[config.mk]
export PLATFORM = sky130hd
export DESIGN_NAME = buff_mem_arb
export DESIGN_NICKNAME = d
export VERILOG_FILES = /design/src/rtl/buff_arb_pkg.sv /design/src/rtl/buff_arb_client.sv /design/src/rtl/buff_mem_arb.sv
export SDC_FILE = /design/constraint.sdc
export NUM_CORES = 1
export LEC_CHECK = 0
export BUFFER_PORTS_ARGS = -buffer_cell sky130_fd_sc_hd__buf_2
export CORE_AREA = 2 2 107 213
export DETAILED_ROUTE_END_ITERATION = 12
export DIE_AREA = 0 0 109 215
export SETUP_SLACK_MARGIN = 0.1
export SLEW_MARGIN = 15
export SYNTH_ARGS = -nofsm -noshare
export SYNTH_HDL_FRONTEND = slang
export SYNTH_HIERARCHICAL = 1
export SYNTH_SLANG_ARGS = --single-unit
[constraint.sdc]
create_clock -name clk -period 2.1 [get_ports clk]
set_input_delay 0.315 -clock clk [delete_from_list [all_inputs] [get_ports clk]]
set_output_delay 0.315 -clock clk [all_outputs]
set_load 0.005 [all_outputs]
[src/rtl/buff_arb_pkg.sv]
// ---------------------------------------------------------------------------
// buff_arb_pkg
// Shared types and constants for the two-client buffer-memory read arbiter.
//   arb_state_t  : arbiter FSM state (IDLE -> ISSUE -> WAIT -> IDLE)
//   CLI_TAPE/AUX : client indices (0 = CAS tape player, 1 = auxiliary reader)
//   TIMEOUT_FILL : data returned to a client whose read was force-completed
//   ADDR_W       : byte address width of the buffer port
// ---------------------------------------------------------------------------
package buff_arb_pkg;

    localparam int ADDR_W = 27;

    localparam logic CLI_TAPE = 1'b0;
    localparam logic CLI_AUX  = 1'b1;

    localparam logic [7:0] TIMEOUT_FILL = 8'hFF;

    typedef enum logic [1:0] {
        IDLE  = 2'd0,
        ISSUE = 2'd1,
        WAIT  = 2'd2
    } arb_state_t;

endpackage

[src/rtl/buff_arb_client.sv]
// ---------------------------------------------------------------------------
// buff_arb_client
// Per-client front end of the buffer arbiter. Turns the client's rising-edge
// read request into a pending flag with a latched address, and holds the read
// data delivered by the arbiter until the client's next completion.
// Ports:
//   clk, reset_n : clock, asynchronous active-low reset
//   rd, a        : client read request (rising edge) and byte address
//   done         : completion strobe from the arbiter (only while pend is set)
//   done_data    : data to hold on completion
//   pend         : request captured and not yet completed
//   addr         : address latched at capture
//   di           : held read data
//   ready        : client idle / data valid
// ---------------------------------------------------------------------------
module buff_arb_client
    import buff_arb_pkg::*;
(
    input  logic              clk,
    input  logic              reset_n,
    input  logic              rd,
    input  logic [ADDR_W-1:0] a,
    input  logic              done,
    input  logic [7:0]        done_data,
    output logic              pend,
    output logic [ADDR_W-1:0] addr,
    output logic [7:0]        di,
    output logic              ready
);

    logic rd_q;
    logic rise;

    assign rise  = rd & ~rd_q;
    // Ready is exactly "no outstanding request": it drops on capture and
    // returns in the same cycle the held data is updated.
    assign ready = ~pend;

    // NOTE: sequential state uses non-blocking assignments so every register
    // samples pre-edge values regardless of statement order.
    always_ff @(posedge clk or negedge reset_n) begin
        if (!reset_n) begin
            rd_q <= 1'b0;
            pend <= 1'b0;
            addr <= '0;
            di   <= '0;
        end else begin
            rd_q <= rd;
            // done only arrives while pend is set, and capture requires pend
            // clear, so the two branches never compete for the same request.
            if (done) begin
                pend <= 1'b0;
                di   <= done_data;
            end else if (rise && !pend) begin
                pend <= 1'b1;
                addr <= a;
            end
        end
    end

endmodule

[src/rtl/buff_mem_arb.sv]
// ---------------------------------------------------------------------------
// buff_mem_arb
// Two-port read arbiter in front of the shared byte-wide buffer memory port.
// Client 0 (tape) and client 1 (aux reader) each keep their direct-wired read
// handshake; this block captures requests, issues one downstream read at a
// time, holds the returned data per client and force-completes reads that
// never see mem_ready (data 8'hFF, sticky err_timeout).
//
// Parameters:
//   TIMEOUT : WAIT cycles before a forced completion (1..65535)
//   BLANK   : cycles after mem_rd during which mem_ready is ignored (1..7)
// Build option:
//   BUFF_ARB_RR_EN defined   -> round-robin when both clients are pending
//   BUFF_ARB_RR_EN undefined -> fixed priority, client 0 always wins
// Ports:
//   clk, reset_n                : clock, asynchronous active-low reset
//   c0_a/c0_rd/c0_di/c0_ready   : client 0 address, request, data, ready
//   c1_a/c1_rd/c1_di/c1_ready   : client 1 address, request, data, ready
//   mem_a/mem_rd                : downstream address and one-cycle read strobe
//   mem_di/mem_ready            : downstream read data and idle/data-valid
//   err_timeout                 : sticky forced-completion flag
// ---------------------------------------------------------------------------
module buff_mem_arb
    import buff_arb_pkg::*;
#(
    parameter int TIMEOUT = 4096,
    parameter int BLANK   = 2
) (
    input  logic              clk,
    input  logic              reset_n,
    input  logic [ADDR_W-1:0] c0_a,
    input  logic              c0_rd,
    output logic [7:0]        c0_di,
    output logic              c0_ready,
    input  logic [ADDR_W-1:0] c1_a,
    input  logic              c1_rd,
    output logic [7:0]        c1_di,
    output logic              c1_ready,
    output logic [ADDR_W-1:0] mem_a,
    output logic              mem_rd,
    input  logic [7:0]        mem_di,
    input  logic              mem_ready,
    output logic              err_timeout
);

    localparam logic [2:0]  BLANK_LOAD = 3'(BLANK - 1);
    localparam logic [15:0] WDOG_LOAD  = 16'(TIMEOUT - 1);

    arb_state_t        state, state_nxt;
    logic              c0_pend, c1_pend;
    logic [ADDR_W-1:0] c0_addr, c1_addr;
    logic              win;
    logic              sel;
    logic              grant;
    logic              complete;
    logic              forced;
    logic [2:0]        blank_cnt;
    logic [15:0]       wdog;
    logic [7:0]        done_data;
    logic              c0_done, c1_done;

    assign done_data = forced ? TIMEOUT_FILL : mem_di;
    assign c0_done   = complete && (win == CLI_TAPE);
    assign c1_done   = complete && (win == CLI_AUX);

    buff_arb_client u_c0 (
        .clk       (clk),
        .reset_n   (reset_n),
        .rd        (c0_rd),
        .a         (c0_a),
        .done      (c0_done),
        .done_data (done_data),
        .pend      (c0_pend),
        .addr      (c0_addr),
        .di        (c0_di),
        .ready     (c0_ready)
    );

    buff_arb_client u_c1 (
        .clk       (clk),
        .reset_n   (reset_n),
        .rd        (c1_rd),
        .a         (c1_a),
        .done      (c1_done),
        .done_data (done_data),
        .pend      (c1_pend),
        .addr      (c1_addr),
        .di        (c1_di),
        .ready     (c1_ready)
    );

`ifdef BUFF_ARB_RR_EN
    // Client granted most recently; resets to client 1 so that client 0
    // wins the first contested grant.
    logic last_grant;

    always_comb begin
        if (c0_pend && c1_pend) sel = ~last_grant;
        else                    sel = c0_pend ? CLI_TAPE : CLI_AUX;
    end

    always_ff @(posedge clk or negedge reset_n) begin
        if (!reset_n)   last_grant <= CLI_AUX;
        else if (grant) last_grant <= sel;
    end
`else
    always_comb begin
        sel = c0_pend ? CLI_TAPE : CLI_AUX;
    end
`endif

    always_ff @(posedge clk or negedge reset_n) begin
        if (!reset_n) state <= IDLE;
        else          state <= state_nxt;
    end

    // NOTE: every signal written here gets a default first, so no path
    // through the case statement can infer a latch.
    always_comb begin
        state_nxt = state;
        grant     = 1'b0;
        complete  = 1'b0;
        forced    = 1'b0;
        case (state)
            IDLE: begin
                if (c0_pend || c1_pend) begin
                    grant     = 1'b1;
                    state_nxt = ISSUE;
                end
            end
            ISSUE: state_nxt = WAIT;
            WAIT: begin
                // A genuine completion on the watchdog's last cycle wins
                // over the forced one.
                if (blank_cnt == '0 && mem_ready) begin
                    complete  = 1'b1;
                    state_nxt = IDLE;
                end else if (wdog == '0) begin
                    complete  = 1'b1;
                    forced    = 1'b1;
                    state_nxt = IDLE;
                end
            end
            default: state_nxt = IDLE;
        endcase
    end

    always_ff @(posedge clk or negedge reset_n) begin
        if (!reset_n) begin
            win         <= CLI_TAPE;
            mem_a       <= '0;
            mem_rd      <= 1'b0;
            blank_cnt   <= '0;
            wdog        <= '0;
            err_timeout <= 1'b0;
        end else begin
            if (grant) begin
                win    <= sel;
                mem_a  <= (sel == CLI_AUX) ? c1_addr : c0_addr;
                mem_rd <= 1'b1;
            end
            if (state == ISSUE) begin
                mem_rd    <= 1'b0;
                blank_cnt <= BLANK_LOAD;
                wdog      <= WDOG_LOAD;
            end
            if (state == WAIT && !complete) begin
                if (blank_cnt != '0) blank_cnt <= blank_cnt - 3'd1;
                wdog <= wdog - 16'd1;
            end
            if (forced) err_timeout <= 1'b1;
        end
    end

endmodule

==> results of run 1 <==
-- cell usage after synthesis, drive strengths merged, types with 3 or more instances --
master  count
mux2       70
nor3        5
nor2b       3
mux2i      37
inv         7
nand4b      3
clkbuf      6
nand2      12
a21oi      32
buf        12
ha          3
or4         4
nand2b     15
nand3       3
nor4        7
dfrtp     125
nor2       41
nand4       5
o21ai       4
-- cell usage in the layout, fill, tap and decap left out, types with 3 or more instances in the layout --
| cell type | netlist | final |
|---|---|---|
| clkbuf_16 | 0 | 17 |
| clkbuf_1 | 6 | 4 |
| clkinv_2 | 0 | 3 |
| bufinv_16 | 0 | 3 |
| nand2b_1 | 15 | 15 |
| inv_1 | 7 | 4 |
| buf_12 | 0 | 5 |
| mux2_4 | 0 | 24 |
| nand4_1 | 5 | 5 |
| mux2_2 | 66 | 44 |
| a21oi_1 | 32 | 31 |
| nand3_1 | 3 | 3 |
| buf_4 | 0 | 38 |
| nor3_1 | 5 | 3 |
| inv_2 | 0 | 3 |
| dfrtp_1 | 125 | 124 |
| nor2_1 | 41 | 40 |
| or4_4 | 2 | 3 |
| nand2_1 | 12 | 12 |
| nand4b_1 | 3 | 3 |
| nor4_1 | 6 | 5 |
| buf_2 | 1 | 112 |
| mux2i_1 | 37 | 37 |
-- routing by layer --
metal | wire length, microns | GRT usage
met4 | 123 | 0.0346
met1 | 5600 | 0.140
met2 | 5710 | 0.169
met5 | 49 | 0
met3 | 1120 | 0.0473
-- worst max-delay path by stage --
stage / from / end / slack (ns) / cells after the start
after global routing: wdog[10] / u_c0/di[4] / -0.20 / 6
after detailed placement: wdog[10] / u_c0/addr[0] / -0.22 / 7
after floorplan: wdog[9] / u_c0/addr[0] / -0.19 / 8
final: blank_cnt[0] / u_c0/addr[22] / -0.14 / 8
after CTS: blank_cnt[1] / u_c0/addr[23] / -0.21 / 8
after global placement: wdog[10] / u_c0/addr[1] / -0.22 / 7
-- stage by stage --
step	area (sq um)	hold slack (ns)	total power, W	setup WS [ns]	TNS [ns]
final	7310	0.0617	0.00995	-0.138	-6.59
after global routing	7310	0.0480	0.0107	-0.202	-10.66
after CTS	7230	0.0456	0.00998	-0.210	-10.45
after detailed placement	6640	0.239	0.00703	-0.219	-10.93
after global placement	6640	0.235	0.00691	-0.223	-10.94
after floorplan	5460	0.0194	0.00585	-0.193	-8.02
-- repair_timing --
action / CTS / global route
gates resized for setup: 0 / 18
gates cloned: 0 / 0
pin swaps: 1 / 3
hold buffers: 1 / 0
endpoints found under the setup margin: 71 / 100
setup buffers: 0 / 1
endpoints found under the hold margin: 15 / 0
-- kinds of logic after synthesis --
family          after synthesis
flops                       125
mux                         107
simple gates                108
fa+ha+maj                     3
buf+inv                      25
compound gates               50
-- power by group --
group          internal (W)  leakage [nW]  switching [W]  total [W]
Combinational       0.00165          1.75        0.00140    0.00305
Clock               0.00191         0.287        0.00100    0.00291
Sequential          0.00343          1.48       0.000555    0.00399
-- cell type report --
type	count	area, sq um
Fill cell	2137	14600
Inverter	7	26.3
Sequential cell	125	3130
Clock inverter	7	114
Tap cell	276	345
Timing Repair Buffer	157	967
Clock buffer	23	468
Multi-Input combinational cell	268	2260
-- sequential cells by signal (all words and copies together), names as in the netlist, 2 cells and up --
| name | count |
|---|---|
| mem_a | 27 |
| u_c0/addr | 27 |
| u_c1/addr | 27 |
| wdog | 16 |
| u_c0/di | 8 |
| u_c1/di | 8 |
| blank_cnt | 3 |
| state | 2 |
==> impl_metrics.py, run 1 <==
metrics = {
    "worst_hold_path": {
        "hold_start": "c1_rd",
        "hold_depth": 1,
        "hold_end": "u_c1/rd_q",
        "hold_path_class": "in2reg",
    },
    "synth": {
        "synth_edf_count": 0,
        "ys.flop_type": "dfrtp_1",
        "synth_compound_area_frac": 0.0545,
        "synthMuxAreaShare": 0.216,
        "netlist_area_sq_um": 5370,
        "syn_avg_cell_area_sq_um": 12.8,
        "syn_inst": 418,
        "synth_top_family_by_area": "multiplexers",
        "ys_types": 42,
        "syn-num-nets": 488,
        "ys_top_cells_by_area": "dfrtp_1, mux2_2, mux2i_1, a21oi_1, nor2_1",
        "synth_fa_ha_area_frac": 0.00699,
        "seq_area_frac_synth": 0.583,
        "async_reset_ff_frac": 1.00,
        "synth_xor_area_frac": 0,
        "ys_ff_latch": 125,
        "synthSimpleGateAreaFrac": 0.114,
        "synth_top_cell_by_area": "dfrtp_1",
        "synth_top_area_frac": 0.583,
        "yosysWarningCount": 6,
    },
    "cells_and_area": {
        "fin_util": 0.334,
        "stdcell_count": 863,
        "syn2layout_area_growth_pct": 36.1,
        "nets": 646,
        "diodes": 0,
        "drive_gt1_frac": 0.465,
    },
    "worst_setup_path": {
        "reg2reg_depth": 8,
        "cp_max_fo": 4,
        "crit_type": "reg2reg",
        "r2r-end": "u_c0/addr[22]",
        "timing.rr.start": "blank_cnt[0]",
        "critical_path.slowest_cell": "nor4b_4",
        "crit_family": "simple AND/OR/NAND/NOR gates",
        "slowest_delay_ns": 0.50,
        "path_buf_inv": 2,
        "worstPathCellList": "inv_2 -> ha_4 -> and3b_2 -> a21oi_4 -> nor3_4 -> nor4b_4 -> buf_4 -> mux2_2",
        "crit_path_end_kind": "flop",
        "cp.required_ns": 2.39,
        "start_kind": "flop",
        "crit_arrival_ns": 2.53,
        "r2r_slack_ns": -0.14,
    },
    "die": {
        "coreArea_sq_um": 21900,
        "ios": 114,
        "start_util": 0.245,
        "die_w_microns": 109,
        "dieHeight_microns": 215,
        "dieArea_sq_um": 23400,
        "rows": 77,
    },
    "placed_design": {
        "gp_congestion": 0.811,
        "place_hpwl_microns": 9020,
        "io_buffer_count": 113,
        "dp.cells": 831,
    },
    "route": {
        "routed_via_density": 4.43,
        "drc": 0,
        "num_vias": 3824,
        "drt-initial-drc-count": 119,
        "wl_per_cell_microns": 14.6,
        "wirelength_microns": 12600,
        "first_pass_iters": 6,
        "ant_nets": 0,
    },
    "global_route": {
        "grt_usage": 0.110,
        "grt_max_degree": 57,
        "grt_pass1_vias": 4014,
        "grt_pass1_wl_microns": 20200,
        "gr-total-overflow": 0,
        "antenna_found_initial": 4,
    },
    "sta": {
        "achievable-frequency_mhz": 447,
        "finalSetupViolations": 70,
        "tightest_slew_ns": 1.08,
        "max_slew_margin": 0.279,
        "fin_crit_sh": 1.07,
        "min_period_ns": 2.24,
        "worst_clock_skew_ns": 0.00829,
        "finalHoldViolations": 0,
        "rsz0062_at_grt": "yes",
        "final.setup.worst_slack_ns": -0.138,
        "finalMaxSlewViolations": 0,
    },
    "clocking": {
        "clock_latency_ns": 0.40,
        "clk_path_buf_depth": 2,
        "cts_tree": "yes",
        "cts_buffers": 17,
        "cts_sinks": 125,
        "cts_root_buf": "clkbuf_16",
        "htree_levels": 4,
        "path_clk_slew_ns": 0.06,
    },
    "power": {
        "ir_drop_mv": 0.645,
        "pwr_density_cell_nw_per_um2": 1360,
        "leakage_nw": 3.51,
    },
    "flow_run": {
        "drv_cap": 0,
    },
    "status": {
        "violations": "negative setup slack",
        "status": "complete, but fails checks",
    },
}
No activity file was read; power rests on OpenSTA's default activity.
==> run 2, diff against run 1 <==
--- a/config.mk
+++ b/config.mk
@@ -5,10 +5,11 @@
 export SDC_FILE = /design/constraint.sdc
 export NUM_CORES = 1
 export LEC_CHECK = 0
-export BUFFER_PORTS_ARGS = -buffer_cell sky130_fd_sc_hd__buf_2
 export CORE_AREA = 2 2 107 213
 export DETAILED_ROUTE_END_ITERATION = 12
 export DIE_AREA = 0 0 109 215
+export DONT_BUFFER_PORTS = 1
+export PLACE_DENSITY = 0.43
 export SETUP_SLACK_MARGIN = 0.1
 export SLEW_MARGIN = 15
 export SYNTH_ARGS = -nofsm -noshare
==> impl_metrics.py, run 2 (synthesized netlist as in run 1, its figures left out) <==
metrics = {
    "status": {
        "status": "complete, but fails checks",
        "violations": "negative hold slack, negative setup slack",
    },
    "sta": {
        "whs_ns": -0.397,
        "finalHoldViolations": 125,
        "max_slew_margin": 0.527,
        "final.setup.worst_slack_ns": -0.243,
        "min_period_ns": 2.34,
        "achievable-frequency_mhz": 427,
        "tightest_slew_ns": 0.707,
        "worst_clock_skew_ns": 0.0117,
        "finalMaxSlewViolations": 0,
        "fin_crit_sh": 1.12,
        "finalSetupViolations": 69,
        "rsz0062_at_grt": "yes",
    },
    "worst_setup_path": {
        "r2r-end": "u_c1/addr[1]",
        "start_kind": "flop",
        "crit_arrival_ns": 2.63,
        "reg2reg_depth": 8,
        "slowest_delay_ns": 0.57,
        "crit_path_end_kind": "flop",
        "critical_path.slowest_cell": "or4_4",
        "cp-endpoint": "u_c1/addr[1]",
        "timing.rr.start": "wdog[14]",
        "r2r_slack_ns": -0.24,
        "cp_max_fo": 17,
        "cp.required_ns": 2.39,
        "crit_type": "reg2reg",
        "startpoint": "wdog[14]",
        "worstPathCellList": "or4_4 -> nor4_4 -> a21oi_4 -> buf_4 -> nor2_4 -> nor4b_4 -> buf_12 -> mux2_1",
    },
    "placed_design": {
        "gp_congestion": 0.755,
        "dp.cells": 723,
        "place_area_sq_um": 6100,
        "post-place-ws_ns": -0.273,
        "place_hpwl_microns": 8370,
        "io_buffer_count": 0,
    },
    "power": {
        "p_total_w": 0.00980,
        "ir_drop_mv": 0.500,
        "pwr_density_cell_nw_per_um2": 1410,
        "leakage_nw": 3.16,
    },
    "clocking": {
        "clock_latency_ns": 0.41,
        "clk_path_buf_depth": 2,
        "htree_levels": 4,
        "cts_sinks": 125,
        "cts_root_buf": "clkbuf_16",
        "cts_tree": "yes",
        "hold_buffers": 2,
        "path_clk_slew_ns": 0.06,
        "cts_buffers": 17,
    },
    "route": {
        "drc": 0,
        "drt-initial-drc-count": 178,
        "wirelength_microns": 12800,
        "wl_per_cell_microns": 16.8,
        "routed_via_density": 4.43,
        "first_pass_iters": 4,
        "num_vias": 3395,
        "ant_nets": 0,
    },
    "worst_hold_path": {
        "hold_path_class": "in2async",
    },
    "cells_and_area": {
        "syn2layout_area_growth_pct": 29.3,
        "fill_cells": 2185,
        "fin_util": 0.317,
        "nets": 546,
        "final_common_cell": "dfrtp_1",
        "register_area_sq_um": 3130,
        "multiInputGateArea_sq_um": 2320,
        "reg.largest.list": "mem_a: 27 flops, u_c0/addr: 27 flops, u_c1/addr: 27 flops",
        "layout_common_cells": "dfrtp_1, buf_4, nor2_1, mux2i_1, mux2_4",
        "design_area_sq_um": 6940,
        "stdcell_count": 766,
        "drive_gt1_frac": 0.366,
    },
    "global_route": {
        "grt_pass1_wl_microns": 20400,
        "grt_pass1_vias": 3640,
        "grt_usage": 0.113,
        "antenna_found_initial": 3,
        "grt_max_degree": 126,
        "gr-total-overflow": 0,
    },
    "die": {
        "rows": 77,
        "ios": 114,
        "dieHeight_microns": 215,
        "die_w_microns": 109,
        "dieArea_sq_um": 23400,
        "coreArea_sq_um": 21900,
        "start_util": 0.245,
    },
    "flow_run": {
        "drv_cap": 0,
    },
}
==> run 2: cell count changes in the layout (fill, tap and decap cells not counted), sizes merged <==
| cell | change |
|---|---|
| buf | -101 |
| inv | +7 |
| clkbuf | -5 |
| clkinv | -2 |
| clkinvlp | +2 |
| diode | +1 |
| dlygate4sd3 | +1 |
==> run 2: how the worst min path moves through the flow <==
stage / startpoint / endpoint / slack (ns) / cells past startpoint
finish: reset_n / blank_cnt[1] / -0.40 / 0
global route: reset_n / blank_cnt[1] / -0.42 / 0
CTS: reset_n / wdog[2] / -0.42 / 0
detailed placement: reset_n / blank_cnt[1] / 0.03 / 0
global placement: reset_n / blank_cnt[1] / 0.03 / 0
floorplan: reset_n / blank_cnt[0] / 0.02 / 0
==> run 2: layer usage <==
metal / wire length, microns / vias to the layer above / track usage
li1: - / 1616 / -
met1: 5730 / 1659 / 0.144
met2: 5720 / 106 / 0.167
met3: 1280 / 10 / 0.0558
met4: 87 / 4 / 0.0385
met5: 27 / - / 0
==> run 2: timing repair <==
item                                    CTS  global route
resized for setup                        23            18
endpoints found under the hold margin   127           125
endpoints found under the setup margin   71            77
pin swaps                                 3             3
cloned                                    2             0
buffers inserted                          3             3
==> run 2: area by class of cell <==
class / count / share of cell area
sequential: 125 / 0.451
multi-input combinational: 268 / 0.334
timing repair buffer: 57 / 0.0734
clock buffer: 18 / 0.0618
tap: 276 / 0.0497
clock inverter: 14 / 0.0260
inverter: 7 / 0.00379
antenna: 1 / 0.000360
==> run 2: where the power goes <==
| part | leakage [nW] | total (W) | internal, W | switching, W |
|---|---|---|---|---|
| clock network | 0.293 | 0.00308 | 0.00189 | 0.00118 |
| registers | 1.48 | 0.00411 | 0.00343 | 0.000681 |
| logic | 1.39 | 0.00260 | 0.00146 | 0.00114 |
| total | 3.16 | 0.00980 | 0.00679 | 0.00301 |
==> run 2: per-stage QoR <==
| step | TNS [ns] | hold WS, ns |
|---|---|---|
| 2_1_floorplan | -8.02 | 0.0194 |
| 3_3_place_gp | -12.06 | 0.0274 |
| 3_5_place_dp | -12.90 | 0.0276 |
| 4_1_cts | -13.22 | -0.422 |
| 5_1_grt | -17.95 | -0.424 |
| 6_report | -12.33 | -0.397 |
==> run 2: worst max-delay path: cells and delay by family (launching register included) <==
kind	cells	cell delay, ns
flops	1	0.38
buf+inv	2	0.32
mux	1	0.31
simple gates	4	1.09
compound gates	1	0.11
==> run 3, diff against run 2 <==
--- a/config.mk
+++ b/config.mk
@@ -5,12 +5,14 @@
 export SDC_FILE = /design/constraint.sdc
 export NUM_CORES = 1
 export LEC_CHECK = 0
-export CORE_AREA = 2 2 107 213
+export ABC_AREA = 1
+export CORE_AREA = 2 2 111 221
 export DETAILED_ROUTE_END_ITERATION = 12
-export DIE_AREA = 0 0 109 215
+export DIE_AREA = 0 0 113 223
 export DONT_BUFFER_PORTS = 1
 export PLACE_DENSITY = 0.43
 export SETUP_SLACK_MARGIN = 0.1
+export SKIP_CTS_REPAIR_TIMING = 1
 export SLEW_MARGIN = 15
 export SYNTH_ARGS = -nofsm -noshare
 export SYNTH_HDL_FRONTEND = slang
==> impl_metrics.py, run 3 <==
metrics = {
    "clocking": {
        "cts_tree": "yes",
        "htree_levels": 4,
        "clock_latency_ns": 0.42,
        "path_clk_slew_ns": 0.06,
        "cts_buffers": 17,
        "cts_root_buf": "clkbuf_16",
        "clk_path_buf_depth": 2,
        "cts_sinks": 125,
    },
    "placed_design": {
        "gp_congestion": 0.756,
        "dp.cells": 971,
        "place_hpwl_microns": 10100,
        "io_buffer_count": 0,
    },
    "worst_setup_path": {
        "crit_type": "reg2reg",
        "crit_path_end_kind": "flop",
        "r2r-end": "u_c1/addr[15]",
        "crit_arrival_ns": 2.18,
        "timing.rr.start": "wdog[1]",
        "cp.required_ns": 2.40,
        "cp_max_fo": 6,
        "r2r_slack_ns": 0.22,
        "reg2reg_depth": 13,
        "start_kind": "flop",
    },
    "global_route": {
        "gr-total-overflow": 0,
        "grt_max_degree": 126,
        "antenna_found_initial": 0,
        "grt_usage": 0.124,
        "grt_pass1_vias": 4321,
        "grt_pass1_wl_microns": 24300,
    },
    "sta": {
        "worst_clock_skew_ns": 0.0139,
        "rsz0062_at_grt": "no",
        "finalSetupViolations": 0,
        "finalHoldViolations": 125,
        "finalMaxSlewViolations": 0,
        "tightest_slew_ns": 0.818,
        "whs_ns": -0.410,
        "fin_crit_sh": 0.895,
        "max_slew_margin": 0.453,
        "achievable-frequency_mhz": 532,
        "min_period_ns": 1.88,
    },
    "synth": {
        "netlist_area_sq_um": 5820,
        "yosysWarningCount": 6,
        "ys.flop_type": "dfrtp_1",
        "synth_edf_count": 0,
        "ys_types": 29,
        "seq_area_frac_synth": 0.538,
        "ys_top_cells_by_area": "dfrtp_1, nand2_1, o21ai_0, nand3_1, inv_1",
        "yosysMostFrequentCell": "nand2_1",
        "syn-num-nets": 771,
        "syn_inst": 701,
        "synth_top_cell_by_area": "dfrtp_1",
        "synth_top_area_frac": 0.538,
        "netlist_top_cells_count": "nand2_1, dfrtp_1, inv_1",
        "async_reset_ff_frac": 1.00,
        "ys_ff_latch": 125,
        "syn_avg_cell_area_sq_um": 8.30,
    },
    "die": {
        "start_util": 0.246,
        "dieHeight_microns": 223,
        "die_w_microns": 113,
        "rows": 80,
        "coreArea_sq_um": 23600,
        "ios": 114,
        "dieArea_sq_um": 25200,
    },
    "cells_and_area": {
        "drive_gt1_frac": 0.137,
        "nets": 789,
        "layout_common_cells": "nand2_1, dfrtp_1, o21ai_0, inv_1, nand3_1",
        "diodes": 0,
        "syn2layout_area_growth_pct": 19.3,
        "final_common_cell": "nand2_1",
        "stdcell_count": 1019,
        "reg.largest.list": "mem_a: 27 flops, u_c0/addr: 27 flops, u_c1/addr: 27 flops",
        "fin_util": 0.294,
        "fill_cells": 2504,
    },
    "route": {
        "ant_nets": 0,
        "routed_via_density": 4.37,
        "first_pass_iters": 9,
        "drc": 10,
        "drt-initial-drc-count": 267,
        "wl_per_cell_microns": 15.7,
        "num_vias": 4456,
        "wirelength_microns": 16000,
    },
    "status": {
        "status": "complete, but fails checks",
        "violations": "design-rule violations, negative hold slack",
    },
    "power": {
        "seqPwrFrac": 0.404,
        "comb_power_share": 0.298,
        "p_switching_w": 0.00392,
        "p_clk_frac": 0.298,
        "ir_drop_mv": 0.438,
        "intPower_w": 0.00668,
        "leakage_nw": 3.51,
        "p_sw_frac": 0.370,
        "pwr_density_cell_nw_per_um2": 1530,
    },
    "flow_run": {
        "drv_cap": 0,
    },
    "worst_hold_path": {
        "hold_path_class": "in2async",
    },
}
run 3: worst max-delay path, cell delays in order, from the launching register on:
cell	delay, ns
dfrtp_1	0.38
inv_2	0.08
ha_4	0.14
nand2_2	0.08
nor2_4	0.16
nand2_4	0.09
nand2_1	0.07
nand2_2	0.06
nor2_1	0.09
buf_4	0.18
nor2_8	0.07
buf_4	0.18
nand3_1	0.10
nand2_1	0.07
run 3: worst max path at each step:
| stage | from | slack, ns | end |
|---|---|---|---|
| after detailed placement | wdog[1] | -0.25 | u_c0/addr[2] |
| after global routing | wdog[0] | 0.1 | u_c0/addr[17] |
| after global placement | wdog[1] | -0.22 | u_c0/addr[2] |
| final | wdog[1] | 0.22 | u_c1/addr[15] |
| after floorplan | wdog[0] | 0.32 | u_c0/addr[0] |
| after CTS | wdog[1] | -0.27 | u_c0/addr[20] |
run 3: stage by stage:
| stage | setup slack (ns) | power, W | cell area, sq um | hold slack, ns | TNS, ns |
|---|---|---|---|---|---|
| final | 0.220 | 0.0106 | 6940 | -0.410 | 0 |
| after global routing | 0.0999 | 0.0115 | 6940 | -0.437 | 0 |
| after CTS | -0.270 | 0.0105 | 6710 | -0.435 | -8.91 |
| after detailed placement | -0.251 | 0.00724 | 6080 | 0.0250 | -8.26 |
| after global placement | -0.216 | 0.00720 | 6080 | 0.0253 | -6.90 |
| after floorplan | 0.321 | 0.00638 | 5820 | 0.0194 | 0 |
run 3: cells by family (layout without fill, tap and decap cells):
| logic type | count (synthesis) | after routing | synth area share |
|---|---|---|---|
| flops | 125 | 125 | 0.538 |
| fa+ha+maj | 3 | 3 | 0.00645 |
| xor+xnor | 5 | 5 | 0.00753 |
| compound gates | 87 | 87 | 0.0804 |
| simple gates | 370 | 373 | 0.279 |
| buf+inv | 111 | 139 | 0.0888 |
run 3: power groups by stage:
stage	Clock (W)	Sequential, W	Combinational (W)
after detailed placement	0	0.00430	0.00294
final	0.00316	0.00428	0.00316
after floorplan	0	0.00405	0.00233
after global placement	0	0.00430	0.00290
after CTS	0.00325	0.00427	0.00296
after global routing	0.00335	0.00442	0.00373
run 3: metal layers:
metal  track usage  vias up  routed length (microns)  part of all wire
li1              -     2231                        -                 -
met1         0.166     2080                     7230              0.45
met2         0.181      134                     7160              0.45
met3        0.0541       11                     1430             0.089
met4        0.0374        0                      166             0.010
met5             0        -                        0                 0
run 3: area by class of cell:
class / count / area [sq um] / share of cell area
repair buffers: 28 / 226 / 0.0326
well taps: 287 / 359 / 0.0517
clock buffers: 19 / 443 / 0.0638
inverters: 79 / 297 / 0.0427
flip-flops and latches: 125 / 3130 / 0.451
multi-input cells: 468 / 2290 / 0.330
clock inverters: 13 / 190 / 0.0274
